===== src/rtl/wb_port_arbiter.sv =====
// Register-file write-port arbiter: pipeline writeback (A) vs buffered long-latency results (B).
// A has priority; a starvation counter forces the B FIFO head through when it has waited too long.
module wb_port_arbiter #(
    parameter int XLEN       = 32,
    parameter int REG_ADDR_W = 5,
    parameter int FIFO_DEPTH = 2,
    parameter int STARVE_MAX = 4
) (
    input  logic                          clk,
    input  logic                          rst_n,
    input  logic                          a_valid,
    output logic                          a_ready,
    input  logic [REG_ADDR_W-1:0]         a_rd,
    input  logic [XLEN-1:0]               a_data,
    input  logic                          b_valid,
    output logic                          b_ready,
    input  logic [REG_ADDR_W-1:0]         b_rd,
    input  logic [XLEN-1:0]               b_data,
    output logic                          rf_we,
    output logic [REG_ADDR_W-1:0]         rf_waddr,
    output logic [XLEN-1:0]               rf_wdata,
    output logic [$clog2(FIFO_DEPTH):0]   b_count,
    output logic                          starve_force
);

    localparam int PTR_W = $clog2(FIFO_DEPTH);
    localparam int CNT_W = PTR_W + 1;
    localparam int SC_W  = $clog2(STARVE_MAX) + 1;
    localparam logic [CNT_W-1:0] FULL_CNT   = CNT_W'(FIFO_DEPTH);
    localparam logic [SC_W-1:0]  STARVE_TOP = SC_W'(STARVE_MAX - 1);

    logic [REG_ADDR_W-1:0] rd_mem   [FIFO_DEPTH];
    logic [XLEN-1:0]       data_mem [FIFO_DEPTH];
    logic [PTR_W-1:0]      wr_ptr;
    logic [PTR_W-1:0]      rd_ptr;
    logic [SC_W-1:0]       starve_cnt;

    logic head_v;
    logic force_b;
    logic grant_a;
    logic grant_b;
    logic push;
    logic pop;

    always_comb begin
        head_v       = (b_count != '0);
        force_b      = head_v && (starve_cnt >= STARVE_TOP);
        starve_force = force_b;
        a_ready      = !force_b;
        b_ready      = (b_count != FULL_CNT);
        grant_a      = a_valid && a_ready;
        grant_b      = head_v && (force_b || !a_valid);
        push         = b_valid && b_ready;
        pop          = grant_b;
    end

    // Storage carries no reset; occupancy and pointers alone define what is valid.
    always_ff @(posedge clk) begin
        if (push) begin
            rd_mem[wr_ptr]   <= b_rd;
            data_mem[wr_ptr] <= b_data;
        end
    end

    always_ff @(posedge clk or negedge rst_n) begin
        if (!rst_n) begin
            wr_ptr  <= '0;
            rd_ptr  <= '0;
            b_count <= '0;
        end else begin
            if (push) wr_ptr <= wr_ptr + 1'b1;
            if (pop)  rd_ptr <= rd_ptr + 1'b1;
            if (push && !pop)      b_count <= b_count + 1'b1;
            else if (pop && !push) b_count <= b_count - 1'b1;
        end
    end

    always_ff @(posedge clk or negedge rst_n) begin
        if (!rst_n) begin
            starve_cnt <= '0;
        end else if (grant_b || !head_v) begin
            starve_cnt <= '0;
        end else if (starve_cnt < STARVE_TOP) begin
            starve_cnt <= starve_cnt + 1'b1;
        end
    end

    // Writes to x0 complete the handshake but never assert the write enable.
    always_ff @(posedge clk or negedge rst_n) begin
        if (!rst_n) begin
            rf_we    <= 1'b0;
            rf_waddr <= '0;
            rf_wdata <= '0;
        end else if (grant_a) begin
            rf_we    <= (a_rd != '0);
            rf_waddr <= a_rd;
            rf_wdata <= a_data;
        end else if (grant_b) begin
            rf_we    <= (rd_mem[rd_ptr] != '0);
            rf_waddr <= rd_mem[rd_ptr];
            rf_wdata <= data_mem[rd_ptr];
        end else begin
            rf_we    <= 1'b0;
        end
    end

endmodule


===== config.mk =====
export PLATFORM = sky130hd
export DESIGN_NAME = wb_port_arbiter
export DESIGN_NICKNAME = d
export VERILOG_FILES = /design/src/rtl/wb_port_arbiter.sv
export SDC_FILE = /design/constraint.sdc
export NUM_CORES = 1
export LEC_CHECK = 0
export CAP_MARGIN = 30
export CORE_MARGIN = 1.5
export CORE_UTILIZATION = 49
export DETAILED_ROUTE_END_ITERATION = 8
export PLACE_DENSITY = 0.9
export SLEW_MARGIN = 25
export SYNTH_ARGS = -nofsm -noshare
export SYNTH_HDL_FRONTEND = slang
export SYNTH_SLANG_ARGS = --single-unit
export TNS_END_PERCENT = 100

===== constraint.sdc =====
create_clock -name clk -period 3.6 [get_ports clk]
set_clock_uncertainty 0.2 [all_clocks]
set_input_delay 0.36 -clock clk [delete_from_list [all_inputs] [get_ports clk]]
set_output_delay 0.36 -clock clk [all_outputs]
set_load 0.005 [all_outputs]

Word level (Yosys, flattened, before mapping)
Memory sizes are Yosys's and may differ from the RTL's.
Index checks and enable logic that the tools add are counted.
Storage, ports and cells
  register bits: 45
  RAM bits: 74
  bits of input ports: 78
  word-level logic and storage cells: 48
  memories kept: 2
Operators by class
  add/subtract/negate cells: 5
  $lt $le $gt $ge: 2
  eq/ne operators: 1
  mux-type cells: 12
  reductions and logical operators: 19
Memories
  data_mem: words 2, width 32, rd ports 1, clocked after memory_dff 0, write ports 1, line 33  | logic [XLEN-1:0] data_mem [FIFO_DEPTH];
  rd_mem: words 2, width 5, rd ports 1, clocked after memory_dff 0, write ports 1, line 32  | logic [REG_ADDR_W-1:0] rd_mem [FIFO_DEPTH];
Operators with widths (count)
  32-bit two-way mux: 2
  5-bit two-way mux: 2
  5-bit nonzero test: 2
  2-bit nonzero test: 4
  1-bit logical AND: 6
  3-bit two-way mux: 2
  1-bit zero test: 5
  1-bit two-way mux: 4
  2-bit two-way mux: 2
  3-bit by 1-bit adder with 3-bit output, second input constant: 1
  3-bit by 2-bit >= comparator with 1-bit output, second input constant: 1
  3-bit by 2-bit less-than comparator with 1-bit output, second input constant: 1
  1-bit adder, second input constant: 2
  2-bit by 1-bit adder with 2-bit output, second input constant: 1
  1-bit logical OR: 2
  2-bit inequality test, second input constant: 1
  2-bit by 1-bit subtractor with 2-bit output, second input constant: 1

Depth between registers and ports, before layout
Gate-level depths: netlist (run 1).
  depth after elaboration: 7
  mapped depth: 9

Worst setup path before layout (run 1)
Ideal clock, no wire load.
  path kind: register -> register
  start point: reg b_count[0]
  end point: mem data_mem[0][0] (enable)
  setup time: 0.431 ns
  arrival: 2.268 ns
  data required time: 2.969 ns
  setup slack: 0.701 ns
  stages on the path, launching flop included: 4
  path buffers: 0
  cells stage by stage: dfrtp_1 -> nand2b_1 -> nand2_1 -> nor2_1
Between the ends
  cells in the longest elaborated chain, start to end: 4
RTL lines
  start, declared: line 22  | output logic [$clog2(FIFO_DEPTH):0] b_count,
  start signal, assigned: line 73  | if (push && !pop) b_count <= b_count + 1'b1;
  start signal, assigned: line 74  | else if (pop && !push) b_count <= b_count - 1'b1;
  2-bit inequality test: line 50  | b_ready = (b_count != FULL_CNT);
  via b_ready: line 16  | output logic b_ready,
  1-bit logical AND: line 53  | push = b_valid && b_ready;
  1-bit two-way mux: line 59  | if (push) begin
  1-bit two-way mux (not written as such): line 61  | data_mem[wr_ptr] <= b_data;
  end, declared: line 33
The timed path passes the listed nets, and every way through them passes these cells.

Final worst setup path (run 1)
  start point: reg starve_cnt[0]
  end point: out starve_force
Between the ends
  cells in the longest elaborated chain, start to end: 2
RTL lines
  start, declared: line 36  | logic [SC_W-1:0] starve_cnt;
  start signal, assigned: line 84  | starve_cnt <= starve_cnt + 1'b1;
  3-bit by 2-bit >= comparator with 1-bit output: line 47  | force_b = head_v && (starve_cnt >= STARVE_TOP);
  1-bit logical AND: line 47
  end, declared: line 23  | output logic starve_force
No other way between the ends.

==> results.tsv, run 1 <==
metric	value	unit
total_power	5.67	mW
synthFlopType	edfxtp_1	
power_density	832	nW/um2
startpoint	starve_cnt[0]$_DFFE_PN0P_	
synth_cell_type_count	29	
drive_gt1_frac	0.0869	
setup_violations	0	
die_w	104	um
dp_hpwl	6.98	mm
grt_max_degree	77	
core-area	9820	um2
final_common_cell	clkdlybuf4s50_1	
drc	0	
vias	3429	
slew_viol_final	0	
hold_end	rf_waddr[0]$_DFFE_PN0P_	
p_clk_frac	0.285	
place_congestion	0.754	
io_buffers	120	
status	finished, final reports clean	
rows	36	
cts-root-buf	clkbuf_8	
hp-class	primary input to flip-flop	
viasPerCell	5.46	
cts_inserted_buffers	17	
post-route-period-util	0.899	
die-area	10800	um2
swShare	0.303	
max_slew_margin	0.379	
seq_area_frac_synth	0.673	
h-tree-depth	4	
antenna_found_initial	0	
grt_use_total	0.211	
p_switching	1.72	mW
rsz0062_at_grt	false	
grt_pass1_wl	17.6	mm
cts_tree	built	
setup_ws	0.365	ns
worst-r2r-setup-slack	1.01	ns
insertion_delay	0.50	ns
clockBufferDepth	2	
area_growth	37.1	%
first_iter_violations	194	
reg2reg_depth	6	
synth-warning-count	0	
stdcell_count	628	
final_util	0.695	
clock-sinks	119	
crit_type	flip-flop to output port	
worst_ir_drop_vdd	0.537	mV
layout_common_cells	clkdlybuf4s50_1, nor2_1, edfxtp_1	
r2r-end	rf_waddr[2]$_DFFE_PN0P_	
syn_inst	362	
totalWireLength	10.9	mm
cp-start-kind	flip-flop	
cellInternalPower	3.95	mW
synth-seq-cells	119	
syn_area	4970	um2
worstPathMaxFanout	38	
worstHoldPathCells	2	
antenna_left	0	
cts_resized	0	
start_util	0.507	
p_leak	2.78	nW
tightest_slew	0.932	ns
clk_pin_slew	0.05	ns
async_flop_share	0.378	
nNetsFinal	563	
drv_cap	0	
cp-end-kind	output port	
io_pins	121	
setup_tns	0	ns
r2r-start	starve_cnt[0]$_DFFE_PN0P_	
synth_edf_count	74	
period_needed	3.24	ns
cts_setup_buffers	0	
grt_overflow_total	0	
drt-pass1-iter-count	5	
n_antenna_cell	0	
place_inst	595	
critPathRequiredTime	3.04	ns
fmax	309	MHz
arrival	2.68	ns
syn_nets	443	
avgSynthCellArea	13.7	um2
grt_pass1_vias	3603	
die_h	104	um
wl_per_cell	17.3	um
worstHoldStart	a_valid	
place_ws	0.900	ns
seqPwrFrac	0.387	
pwr-share-comb	0.328	
hold_violations	0	
what timing repair did:
| item | in CTS | in global routing |
|---|---|---|
| hold buffers | 1 | 0 |
| setup endpoints to repair | 0 | 0 |
| endpoints found under the hold margin | 19 | 0 |
cells by family (layout without fill, tap and decap cells):
logic type / count (synthesis) / in the layout / synth area share
buf+inv: 28 / 161 / 0.0342
xor+xnor: 5 / 5 / 0.00880
flops: 119 / 119 / 0.673
simple gates: 92 / 92 / 0.0762
compound gates: 78 / 78 / 0.126
mux: 37 / 37 / 0.0747
fa+ha+maj: 3 / 3 / 0.00755
metal layers:
layer	GRT usage	vias up	wire length [um]
met5	0	-	0
met4	0.0675	0	148
met3	0.0541	21	562
met2	0.382	121	5840
met1	0.243	1676	4300
li1	-	1611	-
power by group through the flow:
stage / sequential, mW / combinational, mW / clock (mW)
detailed placement: 2.22 / 1.86 / 0
floorplan: 2.15 / 1.13 / 0
finish: 2.19 / 1.86 / 1.62
CTS: 2.20 / 1.88 / 1.64
global placement: 2.19 / 1.79 / 0
global route: 2.25 / 2.03 / 1.72
metrics by stage:
stage	cell area [um2]	hold WS, ns
2_1_floorplan	4970	-0.136
3_3_place_gp	6210	0.283
3_5_place_dp	6230	0.150
4_1_cts	6820	0.0870
5_1_grt	6820	0.116
6_report	6820	0.0989
synthesized netlist by cell type (3+ instances only):
cell	count	area, um2
clkbuf_1	7	26.3
nor2_1	77	289
xnor2_1	3	26.3
dfrtp_1	45	1130
a211oi_1	36	270
nor3_1	3	15.0
buf_6	6	67.6
buf_2	10	50.1
ha_1	3	37.5
nand2_1	3	11.3
o21ai_0	3	15.0
edfxtp_1	74	2220
a211o_1	36	315
inv_1	3	11.3
mux2i_1	36	360
worst max-delay path by stage:
stage / endpoint
final: starve_force
after global routing: starve_force
after CTS: starve_force
after detailed placement: starve_force
after global placement: starve_force
after floorplan: data_mem[0][0]$_DFFE_PP_
flip-flops by register name (all words and copies together) (netlist names):
signal,count
rd_mem,10
wr_ptr,1
rf_wdata,32
rf_waddr,5
data_mem,64
b_count,2
rf_we,1
starve_cnt,3
rd_ptr,1
cell type report:
cell class	count	area [um2]
clock buffers	24	480
clock inverters	8	97.6
fillers	728	3000
inverters	3	11.3
multi-input cells	215	1470
flip-flops and latches	119	3350
well taps	133	166
repair buffers	126	1250
critical path, stage by stage, from the launching register on:
cell and delay, ns:
dfrtp_1 0.41, ha_1 0.23, ha_1 0.20, a211o_1 0.32
nand2_4 0.38, inv_1 0.16, clkdlybuf4s50_1 0.48
Note: power is estimated with default switching activity, not from simulation.
==> run 2: changes to the inputs <==
--- a/config.mk
+++ b/config.mk
@@ -10,5 +10,6 @@
 export CORE_UTILIZATION = 49
 export DETAILED_ROUTE_END_ITERATION = 8
-export PLACE_DENSITY = 0.9
+export MAX_ROUTING_LAYER = met4
+export PLACE_DENSITY = 0.79
 export SLEW_MARGIN = 25
 export SYNTH_ARGS = -nofsm -noshare
==> constraint.sdc (replaced) <==
create_clock -name clk -period 3.6 [get_ports clk]
set_clock_uncertainty 0.2 [all_clocks]
set_input_delay 0.54 -clock clk [delete_from_list [all_inputs] [get_ports clk]]
set_output_delay 0.54 -clock clk [all_outputs]
set_load 0.005 [all_outputs]
==> run 2 against run 1 <==
Net effect:
- power increased by 1.4%
- combinational power increased by 2%
- worst hold slack better by 0.074 ns
- critical path depth is the same
- non-clock buffer count is 4 higher
- cell count grew 0.64%
- global-route usage grew 1.7 points
==> results.tsv, run 2 (same netlist as run 1, synthesis figures left out) <==
metric	value	unit	change
status	finished, final reports clean		
io_buffers	120		unchanged
fillers	710		-2.5%
cts_inserted_buffers	17		unchanged
pwr-share-comb	0.330		+0.002
use_met1	0.265		+0.0217
p_leak	2.80	nW	+0.92%
viasPerCell	5.49		+0.58%
arrival	2.31	ns	-0.37 ns
crit_top_cell	ha_1		
cts_resized	0		unchanged
wl_per_cell	18.3	um	+6.0%
post-route-period-util	0.847		-0.0512
cp_cell_sequence	ha_1 > ha_1 > a211o_1 > nand2_4 > inv_1 > clkdlybuf4s50_1		
cts_setup_buffers	0		unchanged
reg2reg_depth	7		+1
grt_pass1_wl	18.3	mm	+4.0%
power_density	837	nW/um2	+0.61%
n_antenna_cell	0		unchanged
fmax	328	MHz	+6.0%
crit_type	flip-flop to output port		
clock-sinks	119		unchanged
antenna_found_initial	0		unchanged
largest_reg_flops	64		unchanged
seqPwrFrac	0.386		about the same
cellInternalPower	3.97	mW	+0.29%
cp_slowest_cell	clkdlybuf4s50_1		
h-tree-depth	4		unchanged
p_clk_frac	0.283		-0.002
crit_path_max_incr_delay	0.44	ns	-0.04 ns
use_met2	0.397		+0.0152
ff_latch_area	3350	um2	unchanged
rows	36		unchanged
max_slew_margin	0.473		+0.0944
io_pins	121		unchanged
grt_use_met3	0.0503		-0.00378
drv_cap	0		unchanged
first_iter_violations	164		-15%
tightest_slew	0.791	ns	-0.142 ns
rsz0062_at_grt	false		
dp_hpwl	7.29	mm	+4.5%
grt_max_degree	77		unchanged
multi_input_area	1470	um2	unchanged
hold_slack	0.173	ns	+0.0742 ns
cts_tree	built		
largest_registers	data_mem (64), rf_wdata (32), rd_mem (10)		
grt_overflow_total	0		unchanged
top_usage_layer	met2		
layout_common_cells	clkdlybuf4s50_1, nor2_1, edfxtp_1		
clk_pin_slew	0.05	ns	about the same
die-area	10800	um2	unchanged
place_congestion	0.833		+11%
final_common_cell	clkdlybuf4s50_1		
worst_ir_drop_vdd	0.430	mV	-20%
hp-class	primary input to async pin		
cp-start-kind	flip-flop		
regMostFlops	data_mem		
hold_buffers	1		unchanged
period_needed	3.05	ns	-0.184 ns
swShare	0.310		+0.00737
die_w	104	um	unchanged
critPathRequiredTime	2.86	ns	-0.18 ns
setup_violations	0		unchanged
start_util	0.507		unchanged
clockBufferDepth	2		unchanged
totalWireLength	11.6	mm	+6.7%
cp-end-kind	output port		
p_switching	1.78	mW	+3.8%
insertion_delay	0.50	ns	about the same
cts-root-buf	clkbuf_8		
grt_pass1_vias	3639		+1.0%
die_h	104	um	unchanged
slew_viol_final	0		unchanged
nNetsFinal	567		+0.71%
core-area	9820	um2	unchanged
hold_violations	0		unchanged
grt_use_total	0.228		+0.0175
setup_tns	0	ns	unchanged
drt-pass1-iter-count	4		-1
area_growth	38.2	%	
worstPathMaxFanout	8		-79%
drive_gt1_frac	0.0942		+0.00732
drc	0		unchanged
vias	3471		+1.2%
antenna_left	0		unchanged
==> run 2: cell count changes in the layout (fill, tap and decap cells not counted) <==
cell       change
clkbuf_1       -1
clkbuf_8       -4
buf_4          +3
buf_16         +1
bufinv_16      +1
clkinv_1       +1
clkinv_4       +3
==> run 2: worst paths after layout <==
kind                                                  end  slack (ns)                       from
worst max-delay path                         starve_force        0.55  starve_cnt[0]$_DFFE_PN0P_
worst min-delay path                   wr_ptr$_DFFE_PN0P_        0.17                      rst_n
worst max register to register    rf_waddr[2]$_DFFE_PN0P_        0.91  starve_cnt[0]$_DFFE_PN0P_
worst min register to register  starve_cnt[0]$_DFFE_PN0P_        0.30  starve_cnt[0]$_DFFE_PN0P_
max in group asynchronous        rf_wdata[29]$_DFFE_PN0P_        2.49                      rst_n
min in group clk                starve_cnt[2]$_DFFE_PN0P_        0.26                    a_valid
==> run 2: area by class of cell <==
type | instances | area share
clock buffers | 19 | 0.0614
clock inverters | 13 | 0.0229
inverters | 3 | 0.00164
multi-input cells | 215 | 0.213
flip-flops and latches | 119 | 0.487
well taps | 133 | 0.0242
repair buffers | 130 | 0.189
==> run 2: layer usage <==
| layer | routed length, um | share of wire |
|---|---|---|
| met1 | 4730 | 0.41 |
| met2 | 6240 | 0.54 |
| met3 | 547 | 0.047 |
| met4 | 61 | 0.0053 |
| met5 | 0 | 0 |
==> run 2: worst max-delay path, delay by kind of cell (launching register included) <==
family	cells	cell delay (ns)
flip-flops	1	0.40
adder cells (fa/ha/maj)	2	0.42
AND/OR/NAND/NOR	1	0.13
buffers and inverters	2	0.52
AO/OA/AOI/OAI	1	0.32
==> run 2: metrics by stage <==
stage | total power, mW | setup WS [ns] | std cells | area [um2] | utilization
2_1_floorplan | 3.28 | 0.701 | 362 | 4970 | -
3_3_place_gp | 4.03 | 1.03 | 597 | 6240 | 0.635
3_5_place_dp | 4.13 | 0.937 | 599 | 6280 | 0.640
4_1_cts | 5.78 | 0.533 | 632 | 6870 | 0.700
5_1_grt | 6.03 | 0.476 | 632 | 6870 | 0.700
6_report | 5.75 | 0.549 | 632 | 6870 | 0.700
==> run 2: power groups by stage <==
stage	logic, mW	registers, mW	clock network [mW]
3_5_place_dp	1.88	2.24	0
3_3_place_gp	1.80	2.22	0
2_1_floorplan	1.13	2.15	0
5_1_grt	2.05	2.26	1.72
6_report	1.90	2.22	1.63
4_1_cts	1.91	2.23	1.64
